--- src/rtl/shared_reg_arbiter_pkg.sv ---
// rtl/shared_reg_arbiter_pkg.sv - FSM state type, default sizes and width helper for shared_reg_arbiter
package shared_reg_arbiter_pkg;

  typedef enum logic [1:0] {
    IDLE  = 2'd0,
    GRANT = 2'd1,
    WRITE = 2'd2
  } state_t;

  localparam int DEF_N        = 4;
  localparam int DEF_W        = 8;
  localparam int DEF_MAX_LOCK = 4;

  // Never returns 0 so a one-entry range still gets a real 1-bit vector
  function automatic int clog2_min1(input int value);
    int r;
    r = 0;
    while ((1 << r) < value) r++;
    return (r < 1) ? 1 : r;
  endfunction

endpackage

--- src/rtl/shared_reg_arbiter_if.sv ---
// rtl/shared_reg_arbiter_if.sv - requester/arbiter bus; lock hints exist only with SHARED_REG_ARBITER_LOCK_EN
interface shared_reg_arbiter_if
  import shared_reg_arbiter_pkg::*;
#(
  parameter int N = DEF_N,
  parameter int W = DEF_W
);

  logic [N-1:0]   req;
  logic [N*W-1:0] wdata;
`ifdef SHARED_REG_ARBITER_LOCK_EN
  logic [N-1:0]   lock;
`endif
  logic [N-1:0]   gnt;
  logic [N-1:0]   ack;
  logic [W-1:0]   q;
  logic           q_valid;
  logic           busy;

`ifdef SHARED_REG_ARBITER_LOCK_EN
  modport master (output req, wdata, lock, input gnt, ack, q, q_valid, busy);
  modport slave  (input req, wdata, lock, output gnt, ack, q, q_valid, busy);
`else
  modport master (output req, wdata, input gnt, ack, q, q_valid, busy);
  modport slave  (input req, wdata, output gnt, ack, q, q_valid, busy);
`endif

endinterface

--- src/rtl/shared_reg_arbiter_rr_priority_pick.sv ---
// rtl/shared_reg_arbiter_rr_priority_pick.sv - combinational round-robin pick starting one past ptr
module rr_priority_pick
  import shared_reg_arbiter_pkg::*;
#(
  parameter int N  = DEF_N,
  parameter int PW = clog2_min1(DEF_N)
) (
  input  logic [N-1:0]  req,
  input  logic [PW-1:0] ptr,
  output logic [N-1:0]  pick,
  output logic [PW-1:0] index
);

  logic [PW-1:0] cand;

  // Walk farthest-to-nearest so the requester closest after ptr overwrites last
  always_comb begin
    pick  = '0;
    index = '0;
    cand  = '0;
    for (int k = N; k >= 1; k--) begin
      cand = PW'((int'(ptr) + k) % N);
      if (req[cand]) begin
        pick       = '0;
        pick[cand] = 1'b1;
        index      = cand;
      end
    end
  end

endmodule

--- src/rtl/shared_reg_arbiter.sv ---
// rtl/shared_reg_arbiter.sv - round-robin arbiter and sole writer of the shared register
// Burst lock (lock port, lock_cnt, MAX_LOCK) is built only with SHARED_REG_ARBITER_LOCK_EN.
module shared_reg_arbiter
  import shared_reg_arbiter_pkg::*;
#(
  parameter int N = DEF_N,
  parameter int W = DEF_W
`ifdef SHARED_REG_ARBITER_LOCK_EN
  ,
  parameter int MAX_LOCK = DEF_MAX_LOCK
`endif
) (
  input  logic                 clk,
  input  logic                 rst,
  shared_reg_arbiter_if.slave  bus
);

  localparam int PW = clog2_min1(N);

  state_t        state_q, state_d;
  logic [PW-1:0] owner_q, owner_d;
  logic [PW-1:0] ptr_q, ptr_d;
  logic [N-1:0]  gnt_q, gnt_d;
  logic [N-1:0]  ack_q, ack_d;
  logic [W-1:0]  q_q, q_d;
  logic          q_valid_q, q_valid_d;

  logic [N-1:0]  pick;
  logic [PW-1:0] pick_index;
  logic [W-1:0]  owner_data;

`ifdef SHARED_REG_ARBITER_LOCK_EN
  localparam int LW = clog2_min1(MAX_LOCK);
  logic [LW-1:0] lock_cnt_q, lock_cnt_d;
`endif

  rr_priority_pick #(
    .N  (N),
    .PW (PW)
  ) u_pick (
    .req   (bus.req),
    .ptr   (ptr_q),
    .pick  (pick),
    .index (pick_index)
  );

  assign owner_data = bus.wdata[owner_q*W +: W];

  always_comb begin
    state_d   = state_q;
    owner_d   = owner_q;
    ptr_d     = ptr_q;
    gnt_d     = gnt_q;
    ack_d     = '0;
    q_d       = q_q;
    q_valid_d = q_valid_q;
`ifdef SHARED_REG_ARBITER_LOCK_EN
    lock_cnt_d = lock_cnt_q;
`endif
    unique case (state_q)
      IDLE: begin
`ifdef SHARED_REG_ARBITER_LOCK_EN
        lock_cnt_d = '0;
`endif
        if (|bus.req) begin
          owner_d = pick_index;
          gnt_d   = pick;
          state_d = GRANT;
        end
      end
      GRANT: begin
        // ptr only advances on a completed write, so a withdrawn owner keeps its turn
        if (bus.req[owner_q]) begin
          q_d            = owner_data;
          q_valid_d      = 1'b1;
          ack_d[owner_q] = 1'b1;
          ptr_d          = owner_q;
          state_d        = WRITE;
        end else begin
          gnt_d   = '0;
          state_d = IDLE;
        end
      end
      WRITE: begin
`ifdef SHARED_REG_ARBITER_LOCK_EN
        if (bus.lock[owner_q] && bus.req[owner_q] &&
            (lock_cnt_q < LW'(MAX_LOCK - 1))) begin
          lock_cnt_d = lock_cnt_q + LW'(1);
          state_d    = GRANT;
        end else begin
          lock_cnt_d = '0;
          gnt_d      = '0;
          state_d    = IDLE;
        end
`else
        gnt_d   = '0;
        state_d = IDLE;
`endif
      end
      default: begin
        gnt_d   = '0;
        state_d = IDLE;
      end
    endcase
  end

  always_ff @(posedge clk or negedge rst) begin
    if (!rst) begin
      state_q   <= IDLE;
      owner_q   <= '0;
      ptr_q     <= PW'(N - 1);
      gnt_q     <= '0;
      ack_q     <= '0;
      q_q       <= '0;
      q_valid_q <= 1'b0;
`ifdef SHARED_REG_ARBITER_LOCK_EN
      lock_cnt_q <= '0;
`endif
    end else begin
      state_q   <= state_d;
      owner_q   <= owner_d;
      ptr_q     <= ptr_d;
      gnt_q     <= gnt_d;
      ack_q     <= ack_d;
      q_q       <= q_d;
      q_valid_q <= q_valid_d;
`ifdef SHARED_REG_ARBITER_LOCK_EN
      lock_cnt_q <= lock_cnt_d;
`endif
    end
  end

  assign bus.gnt     = gnt_q;
  assign bus.ack     = ack_q;
  assign bus.q       = q_q;
  assign bus.q_valid = q_valid_q;
  assign bus.busy    = (state_q != IDLE);

endmodule

--- src/flat_wrapper.sv ---
// flat-port wrapper written by rule: the top's interface ports become plain ports
module shared_reg_arbiter_flat import shared_reg_arbiter_pkg::*;
#(
  parameter int N = DEF_N,
  parameter int W = DEF_W

)
  (clk, rst, bus_req, bus_wdata, bus_gnt, bus_ack, bus_q, bus_q_valid, bus_busy);
  shared_reg_arbiter_if #(.N(N), .W(W)) bus_i ();
  input  logic clk;
  input  logic rst;
  input wire logic [$bits(bus_i.req)-1:0] bus_req;
  input wire logic [$bits(bus_i.wdata)-1:0] bus_wdata;
  output wire logic [$bits(bus_i.gnt)-1:0] bus_gnt;
  output wire logic [$bits(bus_i.ack)-1:0] bus_ack;
  output wire logic [$bits(bus_i.q)-1:0] bus_q;
  output wire logic [$bits(bus_i.q_valid)-1:0] bus_q_valid;
  output wire logic [$bits(bus_i.busy)-1:0] bus_busy;
  assign bus_i.req = bus_req;
  assign bus_i.wdata = bus_wdata;
  assign bus_gnt = bus_i.gnt;
  assign bus_ack = bus_i.ack;
  assign bus_q = bus_i.q;
  assign bus_q_valid = bus_i.q_valid;
  assign bus_busy = bus_i.busy;
  shared_reg_arbiter #(.N(N), .W(W)) u_core (.clk(clk), .rst(rst), .bus(bus_i));
endmodule
--- config.mk ---
export PLATFORM = sky130hd
export DESIGN_NAME = shared_reg_arbiter_flat
export DESIGN_NICKNAME = d
export VERILOG_FILES = /design/src/rtl/shared_reg_arbiter_pkg.sv /design/src/rtl/shared_reg_arbiter_if.sv /design/src/rtl/shared_reg_arbiter_rr_priority_pick.sv /design/src/rtl/shared_reg_arbiter.sv /design/src/flat_wrapper.sv
export SDC_FILE = /design/constraint.sdc
export NUM_CORES = 1
export LEC_CHECK = 0
export CAP_MARGIN = 20
export CORE_ASPECT_RATIO = 0.8
export CORE_MARGIN = 4
export CORE_UTILIZATION = 44
export CTS_CLUSTER_DIAMETER = 120
export DETAILED_ROUTE_END_ITERATION = 10
export GPL_TIMING_DRIVEN = 0
export PLACE_DENSITY = 0.86
export SKIP_CTS_REPAIR_TIMING = 1
export SLEW_MARGIN = 20
export SYNTH_ARGS = -nofsm -noshare
export SYNTH_HDL_FRONTEND = slang
export SYNTH_SLANG_ARGS = --single-unit
export TNS_END_PERCENT = 20
--- constraint.sdc ---
create_clock -name clk -period 3.2 [get_ports clk]
set_input_delay 0.48 -clock clk [delete_from_list [all_inputs] [get_ports clk]]
set_output_delay 0.48 -clock clk [all_outputs]
set_load 0.01 [all_outputs]
==> flow_metrics.tcl, run 1 <==
set metrics [dict create \
    netlist_instances 138 \
    design_power_total_uw 1750 \
    end_kind "flop" \
    placement.io_buffers 55 \
    outcome "finished clean" \
    area.growth.synth_to_final_pct 43.7 \
    ios 56 \
    peakVddDrop_uv 446 \
    dp_hpwl_mm 2.88 \
    period_share_pct 89.8 \
    grt_pass1_wl_mm 6.00 \
    synth_area_um2 1470 \
    cts_tree "done" \
    clk_pin_slew_ns 0.08 \
    syn_nets 182 \
    nFillCells 237 \
    cts_made_buffers 3 \
    hold_violations 0 \
    antenna_left 0 \
    synth_edf_count 0 \
    die_w_um 72.5 \
    grt_max_degree 24 \
    cp_max_fo 10 \
    first_global_vias 1306 \
    p_leak_uw 0.000890 \
    syn_avg_cell_area_um2 10.6 \
    startpoint_type "flop" \
    route.detailed.drc 0 \
    drv_slew 0 \
    setup_viol 0 \
    rr_startpoint "u_core.ptr_q[0]" \
    cts_max_path_buffers 2 \
    clk_latency_ns 0.26 \
    yosysSeqAreaShare_pct 39.4 \
    worst_pin_slew_ns 0.629 \
    drt-vias-per-instance 5.42 \
    final_cells 237 \
    clock_sinks 23 \
    power_density_nw_per_um2 830 \
    vias 1285 \
    ys_dominant_reg_cell "dfrtp_1" \
    post-route-util_pct 66.8 \
    overflow 0 \
    fin_ws_ns 0.327 \
    placementRows 18 \
    fmax_ghz 0.348 \
    drive_gt1_share_pct 13.7 \
    r2r_slack_ns 0.33 \
    die_area_um2 4330 \
    crit_type "reg -> reg" \
    wl_per_cell_um 15.5 \
    antenna_found_initial 0 \
    synth_seq_cells 23 \
    maxCapViolCount 0 \
    maxSlewHeadroom_pct 58.1 \
    critPathRequiredTime_ns 3.33 \
    die_y_um 59.6 \
    h-tree-depth 1 \
    drt_iter0_drc 80 \
    gp_congestion 0.842 \
    start_util_pct 46.5 \
    routed_wl_mm 3.67 \
    core-area_um2 3150 \
    r2r_cells 8 \
    fin_crit_ns 2.87 \
    insertedDiodeCount 0 \
    dpl.cell_count 233 \
    worstReg2RegEnd "u_core.bus.gnt[0]" \
    dpl_worst_slack_ns 0.353 \
    grtUsageTotal_pct 18.0 \
    yosys_warnings 0 \
    nNetsFinal 242 \
    synth.distinct_cells 41 \
    hold_class "in -> async" \
    skew_ns 0.000619 \
    rsz0062_at_grt "false" \
    cts_root_buf "clkbuf_8" \
    synthArstFlopShare_pct 100 \
    drt_pass1_iterations 6 \
    arrival_ns 3.00 \
    setup_tns_ns 0 \
]
-- metal layers --
layer  share of wire, %  GRT usage [%]  vias to the layer above
li1                   -              -                      624
met1                 46           24.3                      611
met2                 46           29.6                       48
met3                7.4           3.56                        2
met4               0.98           5.53                        0
met5                  0              0                        -
-- area by class of cell --
class / instances / area [um2] / share of cell area (%)
multi-input combinational: 99 / 817 / 38.8
sequential: 23 / 578 / 27.4
timing repair buffer: 55 / 546 / 25.9
tap: 40 / 50.0 / 2.38
clock buffer: 4 / 45.0 / 2.14
buffer: 8 / 41.3 / 1.96
inverter: 8 / 30.0 / 1.43
-- report_power, final --
group / internal (uW) / switching [uW]
sequential: 416 / 80.4
combinational: 540 / 537
clock: 88.6 / 86.1
total: 1040 / 703
-- state kept, by name, summed over array words and instances, names as in the netlist --
register / count
u_core.ptr_q: 2
u_core.bus.q: 8
u_core.bus.gnt: 4
u_core.owner_q: 2
u_core.bus.ack: 4
u_core.bus.q_valid: 1
u_core.state_q: 2
-- cell families (layout without fill, tap and decap cells) --
| group | Yosys count | in the layout | synth area share (%) |
|---|---|---|---|
| AOI/OAI and AO/OA | 29 | 29 | 12.8 |
| adders and majority gates | 6 | 6 | 5.12 |
| buffers and inverters | 16 | 75 | 4.86 |
| DFF | 23 | 23 | 39.4 |
| muxes | 13 | 13 | 20.0 |
| and+or+nand+nor | 51 | 51 | 17.8 |
-- Yosys cell counts, types with 2 or more instances --
master	instances	area share, %
a2111oi_0	2	1.2
a21oi_1	3	1.0
buf_2	3	1.0
clkbuf_1	4	1.0
dfrtp_1	21	36
dfstp_2	2	3.6
ha_1	6	5.1
inv_1	6	1.5
mux4_2	13	20
nand2_1	31	7.9
nand2b_1	2	0.85
nand3b_1	2	1.0
nor2_1	2	0.51
nor2b_1	2	0.85
o21ai_0	10	3.4
o21ai_1	4	1.4
-- per-stage QoR --
stage	hold slack, ns	area, um2
after global routing	0.217	2110
final	0.175	2110
after detailed placement	0.469	2070
after global placement	0.461	2070
after CTS	0.490	2110
after floorplan	0.184	1470
-- critical path, stage by stage, from the launching register on --
cell and delay (ns):
dfstp_2 0.60, buf_6 0.16, inv_1 0.10, ha_1 0.29
buf_2 0.16, mux4_2 0.61, and3b_1 0.20, a2111oi_0 0.51
o21ai_1 0.10
-- placed cells by master, fill, tap and decap left out, types with 2 or more instances in the layout --
master           instances
dfstp_2                  2
clkdlybuf4s50_1         54
o21ai_1                  4
o21ai_0                 10
clkbuf_1                 5
inv_1                    6
nand2_1                 31
a21oi_1                  3
clkbuf_8                 3
a2111oi_0                2
nor2_1                   2
nand2b_1                 2
buf_2                    4
nand3b_1                 2
ha_1                     6
dfrtp_1                 21
mux4_2                  13
nor2b_1                  2
-- worst max-delay path by stage --
| stage | from | end | slack (ns) | cells after the start |
|---|---|---|---|---|
| 3_5_place_dp | u_core.ptr_q[0] | u_core.bus.gnt[2] | 0.35 | 8 |
| 4_1_cts | u_core.ptr_q[0] | u_core.bus.gnt[2] | 0.33 | 8 |
| 2_1_floorplan | u_core.ptr_q[0] | u_core.bus.gnt[3] | 0.65 | 8 |
| 3_3_place_gp | u_core.ptr_q[0] | u_core.bus.gnt[0] | 0.39 | 8 |
| 6_report | u_core.ptr_q[0] | u_core.bus.gnt[0] | 0.33 | 8 |
| 5_1_grt | u_core.ptr_q[0] | u_core.bus.gnt[0] | 0.17 | 8 |
(Power assumes the default switching activity.)
==> inputs of run 2 (changes only) <==
- CTS_CLUSTER_DIAMETER: 120 -> 30
==> results of run 2 <==
No change in the layout: final DEF, timing and power equal those of run 1.
==> inputs of run 3 (changes only) <==
- CORE_ASPECT_RATIO: 0.8 -> unset
==> flow_metrics.tcl, run 3 (synthesis results as in run 1) <==
set metrics [dict create \
    outcome "finished clean" \
    placement.io_buffers 55 \
    die_w_um 65.7 \
    r2r_cells 8 \
    drt-vias-per-instance 5.34 \
    maxSlewHeadroom_pct 58.2 \
    p_int_uw 1000 \
    clock_sinks 23 \
    insertedDiodeCount 0 \
    drt_pass1_iterations 4 \
    drv_slew 0 \
    dpl.cell_count 237 \
    cp_top_family "flip-flops" \
    die_area_um2 4320 \
    fin_crit_ns 2.83 \
    antenna_found_initial 0 \
    h-tree-depth 1 \
    route.detailed.drc 0 \
    area.growth.synth_to_final_pct 43.0 \
    critPathRequiredTime_ns 3.39 \
    grt_max_degree 24 \
    gp_congestion 0.787 \
    path_cells "buf_6, inv_1, ha_1, buf_2, mux4_2, nor3b_1, a2111oi_0, o21ai_1" \
    final_cells 241 \
    hold_class "in -> async" \
    worstReg2RegEnd "u_core.bus.gnt[2]" \
    skew_ns 0.00681 \
    swShare_pct 41.0 \
    first_global_vias 1308 \
    final_cell_mix "clkdlybuf4s50_1, nand2_1, dfrtp_1" \
    crit_type "reg -> reg" \
    switchingPower_uw 698 \
    cts_max_path_buffers 2 \
    wl_per_cell_um 16.0 \
    critical_path_depth 8 \
    setup_tns_ns 0 \
    cts_root_buf "clkbuf_4" \
    nNetsFinal 242 \
    antenna_left 0 \
    power_density_nw_per_um2 812 \
    dp_hpwl_mm 3.21 \
    worst_pin_slew_ns 0.627 \
    power_frac_comb_pct 63.2 \
    fmax_ghz 0.354 \
    overflow 0 \
    ios 56 \
    grt_pass1_wl_mm 6.21 \
    rsz0062_at_grt "false" \
    hold_violations 0 \
    setup_viol 0 \
    peakVddDrop_uv 356 \
    cts_made_buffers 3 \
    routed_wl_mm 3.85 \
    placementRows 20 \
    maxCapViolCount 0 \
    period_share_pct 88.3 \
    slowest_delay_ns 0.61 \
    startpoint_type "flop" \
    grtUsageTotal_pct 18.6 \
    drive_gt1_share_pct 14.2 \
    arrival_ns 3.02 \
    cp-startpoint "u_core.ptr_q[0]" \
    rr_startpoint "u_core.ptr_q[0]" \
    crit_buf_inv 3 \
    design_power_total_uw 1700 \
    vias 1287 \
    r2r_slack_ns 0.37 \
    core-area_um2 3130 \
    seq_power_share_pct 29.1 \
    clk_latency_ns 0.31 \
    critPathCapture "u_core.bus.gnt[2]" \
    cts_tree "done" \
    die_y_um 65.7 \
    drt_iter0_drc 51 \
    largest_register_ffs 8 \
    power_frac_clock_pct 7.8 \
    final_common_cell "clkdlybuf4s50_1" \
    start_util_pct 46.9 \
    clk_pin_slew_ns 0.13 \
    cp_slowest_cell "dfstp_2" \
    p_leak_uw 0.000881 \
    cp_max_fo 10 \
    end_kind "flop" \
]
-- run 3: worst min-delay path by stage --
stage	from	end	slack, ns	cells after the start
2_1_floorplan	rst	u_core.bus.ack[0]	0.18	0
3_3_place_gp	u_core.bus.q_valid	u_core.bus.q_valid	0.45	1
3_5_place_dp	u_core.bus.q[7]	u_core.bus.q[7]	0.47	2
4_1_cts	u_core.bus.q[7]	u_core.bus.q[7]	0.50	2
5_1_grt	rst	u_core.bus.q_valid	0.13	1
6_report	rst	u_core.bus.q_valid	0.12	1
-- run 3: power groups by stage --
stage / logic (uW) / clock network, uW / registers [uW]
after floorplan: 670 / 0 / 519
after global placement: 1040 / 0 / 490
after detailed placement: 1080 / 0 / 500
after CTS: 1090 / 136 / 496
after global routing: 1190 / 150 / 513
final: 1070 / 132 / 495
-- run 3: final cells by class --
| type | instances | area (um2) |
|---|---|---|
| clock inverters | 1 | 7.51 |
| flip-flops and latches | 23 | 578 |
| inverters | 8 | 30.0 |
| fillers | 239 | 1030 |
| multi-input cells | 99 | 817 |
| well taps | 44 | 55.1 |
| clock buffers | 3 | 22.5 |
| repair buffers | 55 | 546 |
| plain buffers | 8 | 41.3 |
-- run 3: layer usage --
layer / wire, um / track usage, % / vias to the layer above / part of all wire (%)
li1: - / - / 618 / -
met1: 1520 / 20.7 / 622 / 39
met2: 2000 / 34.7 / 43 / 52
met3: 293 / 5.30 / 4 / 7.6
met4: 34 / 3.89 / 0 / 0.88
met5: 0 / 0 / - / 0
-- run 3: worst reg2reg max path, delay by kind of cell (launching register included) --
| kind | cells | cell delay (ns) |
|---|---|---|
| AO/OA/AOI/OAI | 2 | 0.60 |
| adder cells (fa/ha/maj) | 1 | 0.28 |
| buffers and inverters | 3 | 0.43 |
| flip-flops | 1 | 0.61 |
| multiplexers | 1 | 0.62 |
| AND/OR/NAND/NOR | 1 | 0.19 |
-- run 3: per-stage QoR --
stage | area [um2] | worst slack [ns] | utilization, % | hold slack [ns]
6_report | 2100 | 0.374 | 67.0 | 0.115
5_1_grt | 2100 | 0.205 | 67.0 | 0.131
4_1_cts | 2100 | 0.407 | 67.2 | 0.500
3_5_place_dp | 2070 | 0.445 | 66.2 | 0.466
3_3_place_gp | 2070 | 0.471 | 66.2 | 0.452
2_1_floorplan | 1470 | 0.651 | - | 0.184
